## src/rtl/piradip_cdc_pkg.sv

```systemverilog
// Shared types and helpers for the piradip register-bank CDC blocks.
package piradip_cdc_pkg;

    typedef enum logic [1:0] {IDLE, SEND, ACK_LOW} cdc_tx_state_t;

    localparam int COALESCE_CNT_W = 16;

    function automatic int idx_width(input int n);
        return (n <= 2) ? 1 : $clog2(n);
    endfunction

endpackage

```

## src/rtl/piradip_rr_arbiter.sv

```systemverilog
// Round-robin arbiter: the search starts one past the last granted index and wraps.
module piradip_rr_arbiter
    import piradip_cdc_pkg::*;
#(
    parameter int N = 4,
    localparam int IW = idx_width(N)
) (
    input  logic          clk,
    input  logic          rst,
    input  logic [N-1:0]  req,
    input  logic          advance,
    output logic          grant_valid,
    output logic [IW-1:0] grant_idx
);

    logic [IW-1:0] ptr;
    logic [IW:0]   cand;  // one extra bit so ptr + offset can pass N-1 before the wrap

    // NOTE: every always_comb output gets a default first, so no latch is inferred.
    always_comb begin
        grant_valid = 1'b0;
        grant_idx   = '0;
        cand        = '0;
        for (int i = 1; i <= N; i++) begin
            cand = {1'b0, ptr} + (IW+1)'(i);
            if (cand >= (IW+1)'(N)) begin
                cand = cand - (IW+1)'(N);
            end
            if (!grant_valid && req[cand[IW-1:0]]) begin
                grant_valid = 1'b1;
                grant_idx   = cand[IW-1:0];
            end
        end
    end

    // NOTE: sequential state uses non-blocking assignments only.
    always_ff @(posedge clk) begin
        if (rst) begin
            ptr <= '0;
        end else if (advance && grant_valid) begin
            ptr <= grant_idx;
        end
    end

endmodule

```

## src/rtl/piradip_cdc_reg_bank_tx.sv

```systemverilog
// Source-side front end pushing changed register-bank channels through one handshake CDC.
// Optional coalesce counter output enabled by defining PIRADIP_CDC_COALESCE_COUNT_EN.
module piradip_cdc_reg_bank_tx
    import piradip_cdc_pkg::*;
#(
    parameter int WIDTH    = 32,
    parameter int CHANNELS = 4,
    localparam int IDX_W   = idx_width(CHANNELS)
) (
    input  logic                      src_clk,
    input  logic                      src_rst,
    input  logic [CHANNELS*WIDTH-1:0] src_data,
    input  logic [CHANNELS-1:0]       src_force,
    output logic [IDX_W+WIDTH-1:0]    cdc_word,
    output logic                      cdc_send,
    input  logic                      cdc_rcv,
    output logic [CHANNELS-1:0]       pending,
    output logic                      busy
`ifdef PIRADIP_CDC_COALESCE_COUNT_EN
    ,
    output logic [COALESCE_CNT_W-1:0] coalesced_cnt
`endif
);

    typedef logic [CHANNELS-1:0][WIDTH-1:0] bank_t;

    bank_t               data_ch;
    bank_t               shadow;
    logic [CHANNELS-1:0] change;
    logic [CHANNELS-1:0] grant_mask;
    logic [CHANNELS-1:0] pending_nxt;
    cdc_tx_state_t       state, state_nxt;
    logic                grant;
    logic                arb_valid;
    logic [IDX_W-1:0]    arb_idx;

    assign data_ch = src_data;

    always_comb begin
        change = '0;
        for (int i = 0; i < CHANNELS; i++) begin
            change[i] = (data_ch[i] != shadow[i]) || src_force[i];
        end
    end

    piradip_rr_arbiter #(.N(CHANNELS)) u_arb (
        .clk         (src_clk),
        .rst         (src_rst),
        .req         (pending),
        .advance     (grant),
        .grant_valid (arb_valid),
        .grant_idx   (arb_idx)
    );

    // A grant is never issued while the primitive still reports cdc_rcv.
    always_comb begin
        state_nxt = state;
        grant     = 1'b0;
        case (state)
            IDLE: begin
                if (arb_valid && !cdc_rcv) begin
                    grant     = 1'b1;
                    state_nxt = SEND;
                end
            end
            SEND: begin
                if (cdc_rcv) state_nxt = ACK_LOW;
            end
            ACK_LOW: begin
                if (!cdc_rcv) state_nxt = IDLE;
            end
            default: state_nxt = IDLE;
        endcase
    end

    always_comb begin
        grant_mask = '0;
        if (grant) grant_mask[arb_idx] = 1'b1;
    end

    // Clear first, then set: a change in the grant cycle keeps the channel pending.
    assign pending_nxt = (pending & ~grant_mask) | change;

    // NOTE: the shadow bank is reset to zero on purpose; it triggers the post-reset resync.
    always_ff @(posedge src_clk) begin
        if (src_rst) begin
            state    <= IDLE;
            shadow   <= '0;
            pending  <= '0;
            cdc_send <= 1'b0;
            cdc_word <= '0;
        end else begin
            state    <= state_nxt;
            shadow   <= data_ch;
            pending  <= pending_nxt;
            cdc_send <= (state_nxt == SEND);
            if (grant) begin
                cdc_word <= {arb_idx, data_ch[arb_idx]};
            end
        end
    end

    assign busy = (state != IDLE) || (pending != '0);

`ifdef PIRADIP_CDC_COALESCE_COUNT_EN
    logic [COALESCE_CNT_W:0] cnt_sum;

    always_comb begin
        cnt_sum = {1'b0, coalesced_cnt};
        for (int i = 0; i < CHANNELS; i++) begin
            cnt_sum = cnt_sum + (COALESCE_CNT_W+1)'(change[i] & pending[i] & ~grant_mask[i]);
        end
    end

    always_ff @(posedge src_clk) begin
        if (src_rst) begin
            coalesced_cnt <= '0;
        end else if (cnt_sum[COALESCE_CNT_W]) begin
            coalesced_cnt <= '1;
        end else begin
            coalesced_cnt <= cnt_sum[COALESCE_CNT_W-1:0];
        end
    end
`endif

endmodule

```

## config.mk

```make
export PLATFORM = sky130hd
export DESIGN_NAME = piradip_cdc_reg_bank_tx
export DESIGN_NICKNAME = d
export VERILOG_FILES = /design/src/rtl/piradip_cdc_pkg.sv /design/src/rtl/piradip_rr_arbiter.sv /design/src/rtl/piradip_cdc_reg_bank_tx.sv
export SDC_FILE = /design/constraint.sdc
export NUM_CORES = 1
export LEC_CHECK = 0
export CAP_MARGIN = 10
export CELL_PAD_IN_SITES_DETAIL_PLACEMENT = 0
export CELL_PAD_IN_SITES_GLOBAL_PLACEMENT = 1
export CORE_ASPECT_RATIO = 1.2
export CORE_MARGIN = 2
export CORE_UTILIZATION = 42
export CTS_BUF_LIST = sky130_fd_sc_hd__clkbuf_4 sky130_fd_sc_hd__clkbuf_8
export DETAILED_ROUTE_END_ITERATION = 8
export PLACE_DENSITY = 0.83
export SYNTH_ARGS = -nofsm -noshare
export SYNTH_HDL_FRONTEND = slang
export SYNTH_HIERARCHICAL = 1
export SYNTH_SLANG_ARGS = --single-unit
```

## constraint.sdc

```tcl
create_clock -name src_clk -period 5.75 [get_ports src_clk]
set_input_delay 0.575 -clock src_clk [delete_from_list [all_inputs] [get_ports src_clk]]
set_output_delay 0.575 -clock src_clk [all_outputs]
set_load 0.03 [all_outputs]
```

==> impl_metrics.env <==
export IMPL_ios=175
export IMPL_cts_max_path_buffers=2
export IMPL_p_per_area_nw_per_um2=291
export IMPL_netSwitchingFraction=0.268
export IMPL_fp_dieW_um=123
export IMPL_post_route_period_util=0.480
export IMPL_drive_gt1_frac=0.0945
export IMPL_place_inst=1040
export IMPL_path_delay_family="buffers and inverters"
export IMPL_rsz0062_at_grt="no"
export IMPL_vias=5463
export IMPL_synth_area_leaders="dfxtp_1, xnor2_1, nor2b_1"
export IMPL_ys_types=35
export IMPL_worstMarginPinSlew_ps=698
export IMPL_critPathCaptureType="flip-flop"
export IMPL_synth_edf_count=0
export IMPL_syn_to_final_growth_pct=33.1
export IMPL_rrSetupSlack_ps=2990
export IMPL_grt_max_degree=122
export IMPL_grt_pass1_vias=5612
export IMPL_numClockSinks=171
export IMPL_path_cells="or4_4 > nand2_2 > buf_4 > clkinv_2 > nand2_1 > o21ai_0 > a41oi_1"
export IMPL_yosys_area_top_type_share=0.478
export IMPL_post_route_drc_count=0
export IMPL_synth_fp_nets=813
export IMPL_slowest_delay_ps=620
export IMPL_cp_buffers_inverters=2
export IMPL_clk_pin_slew_ps=90
export IMPL_worst_setup_path_type="flip-flop to flip-flop"
export IMPL_port_buffers=174
export IMPL_syn_avg_cell_area_um2=10.6
export IMPL_reg2regPathDepth=7
export IMPL_grt_pass1_wl_um=31300
export IMPL_hold_path_depth=2
export IMPL_crit_required_ps=6130
export IMPL_fin_cells=1073
export IMPL_cts_hold_buf=0
export IMPL_finalCriticalPeriod_ps=2760
export IMPL_pwr_share_seq=0.469
export IMPL_max_clock_freq_ghz=0.362
export IMPL_drv_cap=0
export IMPL_hold_path_endpoint="cdc_word[11]"
export IMPL_cts_resized=0
export IMPL_finalSetupTns_ps=0
export IMPL_drtIter0Drc=370
export IMPL_post_cts_buffers=0
export IMPL_synthArstFlopShare=0
export IMPL_rows=52
export IMPL_peakVddDrop_uv=125
export IMPL_synth_ff_type="dfxtp_1"
export IMPL_final_util=0.568
export IMPL_grt_ovfl_total=0
export IMPL_firstDrtPassIters=4
export IMPL_syn_area_um2=7170
export IMPL_p_leak_nw=3.29
export IMPL_fp_coreArea_um2=16800
export IMPL_clock_latency_ps=460
export IMPL_crit_path_max_fanout=38
export IMPL_wl_per_cell_um=19.1
export IMPL_hold_viol_final=0
export IMPL_ant_nets=0
export IMPL_status="finished, final reports clean"
export IMPL_wirelength_um=20500
export IMPL_die_height_um=147
export IMPL_clock_skew_ps=14.7
export IMPL_r2r_start="pending[1]"
export IMPL_combPwrFrac=0.211
export IMPL_cts_root_buf="clkbuf_8"
export IMPL_intPower_mw=2.03
export IMPL_grt_antenna_before_repair=0
export IMPL_hold_path_class="flip-flop to flip-flop"
export IMPL_routabilityCongestion=0.848
export IMPL_cts_tree="built"
export IMPL_fillers=1481
export IMPL_yosysWarnings=6
export IMPL_ys_seq_elements=171
export IMPL_cp_slowest_cell="clkinv_2"
export IMPL_numCtsBuffers=17
export IMPL_slew_violations=0
export IMPL_seq_area_frac_synth=0.478
export IMPL_initial_core_util=0.427
export IMPL_grtUsageTotal=0.234
export IMPL_p_sw_uw=743
export IMPL_start_kind="flip-flop"
export IMPL_critPathArrivalTime_ps=3140
export IMPL_pwr_share_clk=0.321
export IMPL_relSlewSlack=0.530
export IMPL_h_tree_depth=4
export IMPL_r2r_end="pending[2]"
export IMPL_min_from="cdc_word[11]"
export IMPL_hpwl_um=15500
export IMPL_diodes=0
export IMPL_die_area_um2=18100
export IMPL_setup_viol=0
export IMPL_netlist_instances=678
export IMPL_synth_top_area_cell="dfxtp_1"
export IMPL_nets=979
export IMPL_viasPerCell=5.09
## cell usage after synthesis (all sizes together), types with 3 or more instances
master and n:
nand4 28, xnor2 125, nand2 71, buf 11, clkbuf 21, mux4 32
nor4 7, dfxtp 171, a41oi 3, nand3 6, a21oi 36, nor3 9
xor2 4, nor2 6, nor2b 128
## power by group through the flow
stage	logic (mW)	clock network, mW	registers, mW
4_1_cts	0.587	0.898	1.30
3_3_place_gp	0.577	0	1.32
6_report	0.584	0.890	1.30
5_1_grt	0.625	0.943	1.31
3_5_place_dp	0.583	0	1.33
2_1_floorplan	0.290	0	1.36
## area by class of cell
class,count,area [um^2],share of cell area
clock buffer,27,340,0.0357
inverter,3,12.5,0.00131
tap,216,270,0.0283
timing repair buffer,179,1800,0.188
clock inverter,5,81.3,0.00852
sequential,171,3420,0.359
multi-input combinational,472,3620,0.379
## per-layer routing
layer  wire length [um]  global-route usage
met4                746               0.105
met5                  0                   0
met1               8270               0.292
met2              10200               0.387
met3               1270              0.0477
## worst reg2reg max path, stage by stage (launching register included)
cell      delay [ps]
dfxtp_1          390
or4_4            600
nand2_2           80
buf_4            390
clkinv_2         640
nand2_1          270
o21ai_0          100
a41oi_1          230
## sequential cells by signal (all words and copies together), names as in the netlist
signal     count
state          2
shadow       128
cdc_word      34
cdc_send       1
pending        4
u_arb/ptr      2
## metrics by stage
stage	power [mW]	worst slack [ps]	area (um^2)	hold WS, ps
2_1_floorplan	1.66	3460	7170	501
3_3_place_gp	1.90	2810	9090	448
3_5_place_dp	1.91	2760	9090	451
4_1_cts	2.78	2960	9510	463
5_1_grt	2.88	2840	9540	483
6_report	2.77	2990	9540	459
## cells by family (layout without fill, tap and decap cells)
logic type	count (synthesis)	count (layout)	synth area share
AND/OR/NAND/NOR	263	263	0.203
XOR/XNOR	129	129	0.158
flip-flops	171	171	0.478
multiplexers	32	32	0.101
AO/OA/AOI/OAI	48	48	0.0398
buffers and inverters	35	214	0.0216
## placed cells by master (no fill, tap or decap), types with 3 or more instances in the layout
master             n
mux4_2            32
nand2_1           70
nor2_1             6
nand4_1           28
nor2b_1          128
nor4_1             7
clkbuf_4           5
xnor2_1          125
nand3_1            6
xor2_1             4
nor3_1             8
clkbuf_8          22
clkdlybuf4s50_1  173
dfxtp_1          171
buf_4              5
a21oi_1           35
a41oi_1            3
## how the worst max path moves through the flow
stage               start            to  slack, ps  cells after the start
3_5_place_dp      cdc_rcv  u_arb/ptr[0]       2760                      8
2_1_floorplan  pending[1]  cdc_word[13]       3460                      9
3_3_place_gp      cdc_rcv  u_arb/ptr[0]       2810                      8
5_1_grt        pending[1]  u_arb/ptr[0]       2840                      7
4_1_cts        pending[1]  u_arb/ptr[0]       2960                      7
6_report       pending[1]    pending[2]       2990                      7
No activity file was read; power rests on OpenSTA's default activity.
==> RTL edit (config.mk and constraints unchanged) <==
Set the parameter `WIDTH` to 24 (it was 32).
--- a/src/rtl/piradip_cdc_reg_bank_tx.sv
+++ b/src/rtl/piradip_cdc_reg_bank_tx.sv
@@ -3,7 +3,7 @@
 module piradip_cdc_reg_bank_tx
     import piradip_cdc_pkg::*;
 #(
-    parameter int WIDTH    = 32,
+    parameter int WIDTH    = 24,
     parameter int CHANNELS = 4,
     localparam int IDX_W   = idx_width(CHANNELS)
 ) (
Interface: changed (resized cdc_word and src_data); port bits go from 175 to 135. No check against the original RTL was run, so the function may have changed too.
==> RTL edit against the original RTL <==
Final area fell by 22%; cell count fell by 22%; utilization grew 1.6 points; total power decreased by 17%; area after synthesis is 23% lower; sequential share of layout area decreased by 0.59 points; synthesized cell count down 23%; wire length down 27%; sequential cell count decreased by 40; worst setup slack got worse by 90 ps.
==> RTL edit: results (changes against the original RTL) <==
Clock network
  – CTS buffer count: 17 (unchanged)
  – CTS Buffer Depth: 2 (unchanged)
  – Root buffer cell: clkbuf_8
  – Post-CTS sizing: 0 (unchanged)
  – Post-CTS Setup Inserts: 0 (unchanged)
  – H-tree Lvls: 4 (unchanged)
  – Clk_lat worst skew: 440 ps (-20 ps)
  – Reg clk slew, reported paths: approximately 80 ps

Setup path
  – CP startpoint: pending[1]$_SDFF_PP0_
  – Worst setup path endpoint: pending[3]$_SDFF_PP0_
  – Crit path DAT: 3120 ps (-20 ps)
  – Worst reg2reg path depth: 8 (+1)
  – Worst-path fanout max: 18 (-53%)
  – Reg2reg setup slack: 2900 ps (-90 ps)

Logic synthesis
  – Most instantiated cells after synthesis: dfxtp_1, nor2b_1, xnor2_1
  – Ys Warns: 6 (unchanged)
  – Post-synth cell types: 34 (-2.9%)
  – Asr flop ratio synth: 0% (unchanged)
  – Post-synthesis sequential area ratio: 47.72% (about the same)
  – Ys flop type: dfxtp_1
  – Main area contributors after synthesis: dfxtp_1, xnor2_1, nor2b_1, mux4_2, nand2_1
  – Post-synth net total: 628 (-23%)

Finish
  – Diode count: 0 (unchanged)
  – Fraction of layout cells with a size suffix above 1: 10.31% (+0.86 points)
  – Biggest regs: shadow x96, cdc_word x26, pending x4
  – Nets: 759 (-22%)

GRT
  – Initial antenna violation count: 0 (unchanged)
  – Vias in the first global route: 4338 (-23%)
  – First-pass GRT wire length: 22800 um (-27%)
  – GRT Total Usage: 22.08% (-1.3 points)
  – Largest net degree at the start of global routing: 105 (-14%)

Route
  – Pre-Repair DR Iteration Count: 4 (unchanged)
  – Via Count: 4191 (-23%)
  – Post-Route WL: 14960 um (-27%)
  – Initial DRC Count: 195 (-47%)

STA
  – Final clock skew: 11.16 ps (-3.562 ps)
  – Worst hold slack: 457.3 ps (-1.359 ps)
  – Rel. slew slack: 27.66% (-25 points)

Power and ir drop
  – Leakage: 0.002603 uW (-21%)
  – Maximum VDD drop: 158.3 uV (+27%)

Outcome
  – Status: finished clean

Placed design
  – Routability Congestion: 0.8086 (-4.7%)
  – Detailed Place HPWL: 10900 um (-29%)
  – Port bufs: 134 (-23%)

Worst hold path
  – Hold path start: cdc_word[0]$_SDFFE_PP0P_
  – Hold depth: 2 (unchanged)
  – HP Class: reg2reg
-- RTL edit: changes by cell type in the layout (fill, tap and decap cells not counted), moves of 10 or more --
cell             before  now
xnor2_1             125   85
dfxtp_1             171  131
nor2b_1             128   96
clkdlybuf4s50_1     173  133
nand4_1              28   18
nand2_1              70   54
-- RTL edit: how the worst min path moves through the flow --
stage,to
global route,cdc_word[0]$_SDFFE_PP0P_
global placement,cdc_word[3]$_SDFFE_PP0P_
CTS,cdc_word[0]$_SDFFE_PP0P_
detailed placement,cdc_word[0]$_SDFFE_PP0P_
floorplan,cdc_send$_SDFF_PP0_
finish,cdc_word[0]$_SDFFE_PP0P_
-- RTL edit: final cells by class --
| class | instances | area (um2) |
|---|---|---|
| sequential | 131 | 2623 |
| clock buffer | 19 | 261.5 |
| multi-input combinational | 366 | 2786 |
| fill | 1163 | 5294 |
| inverter | 3 | 11.26 |
| clock inverter | 13 | 182.7 |
| timing repair buffer | 137 | 1361 |
| tap | 164 | 205.2 |
-- RTL edit: power by group --
group,internal [uW],switching [uW],total [uW],leakage [uW]
clock network,494,358,852,0.000214
logic,231,213,444,0.00130
registers,965,32.5,997,0.00109
-- RTL edit: critical path, cell delays in order, from the launching register on --
cell and delay, ps:
dfxtp_1 490, or2b_1 270, nand3_1 100, a21oi_1 140, a21oi_4 530, buf_4 450, nand3_1 110, a2111oi_0 450
a31oi_1 130
-- RTL edit: routing by layer --
metal	vias up	routed length (um)	global-route usage, %
li1	2025	-	-
met1	2013	6249	26.42
met2	134	7520	38.79
met3	19	827	4.930
met4	0	362	7.919
met5	-	0	0
-- RTL edit: cell families after synthesis --
group	Yosys count	share of synthesized area (%)
XOR/XNOR	97	15.46
flip-flops	131	47.72
multiplexers	24	9.836
AO/OA/AOI/OAI	40	4.372
buffers and inverters	28	2.095
AND/OR/NAND/NOR	205	20.51
-- RTL edit: per-stage QoR --
step / power [uW] / setup WS (ps) / utilization, % / cell area (um2) / instances
4_1_cts: 2306 / 2852 / 58.40 / 7431 / 833
6_report: 2294 / 2902 / 58.40 / 7431 / 833
2_1_floorplan: 1267 / 3217 / - / 5495 / 525
3_3_place_gp: 1456 / 2564 / 54.91 / 6987 / 801
5_1_grt: 2384 / 2658 / 58.40 / 7431 / 833
3_5_place_dp: 1464 / 2531 / 54.91 / 6987 / 801
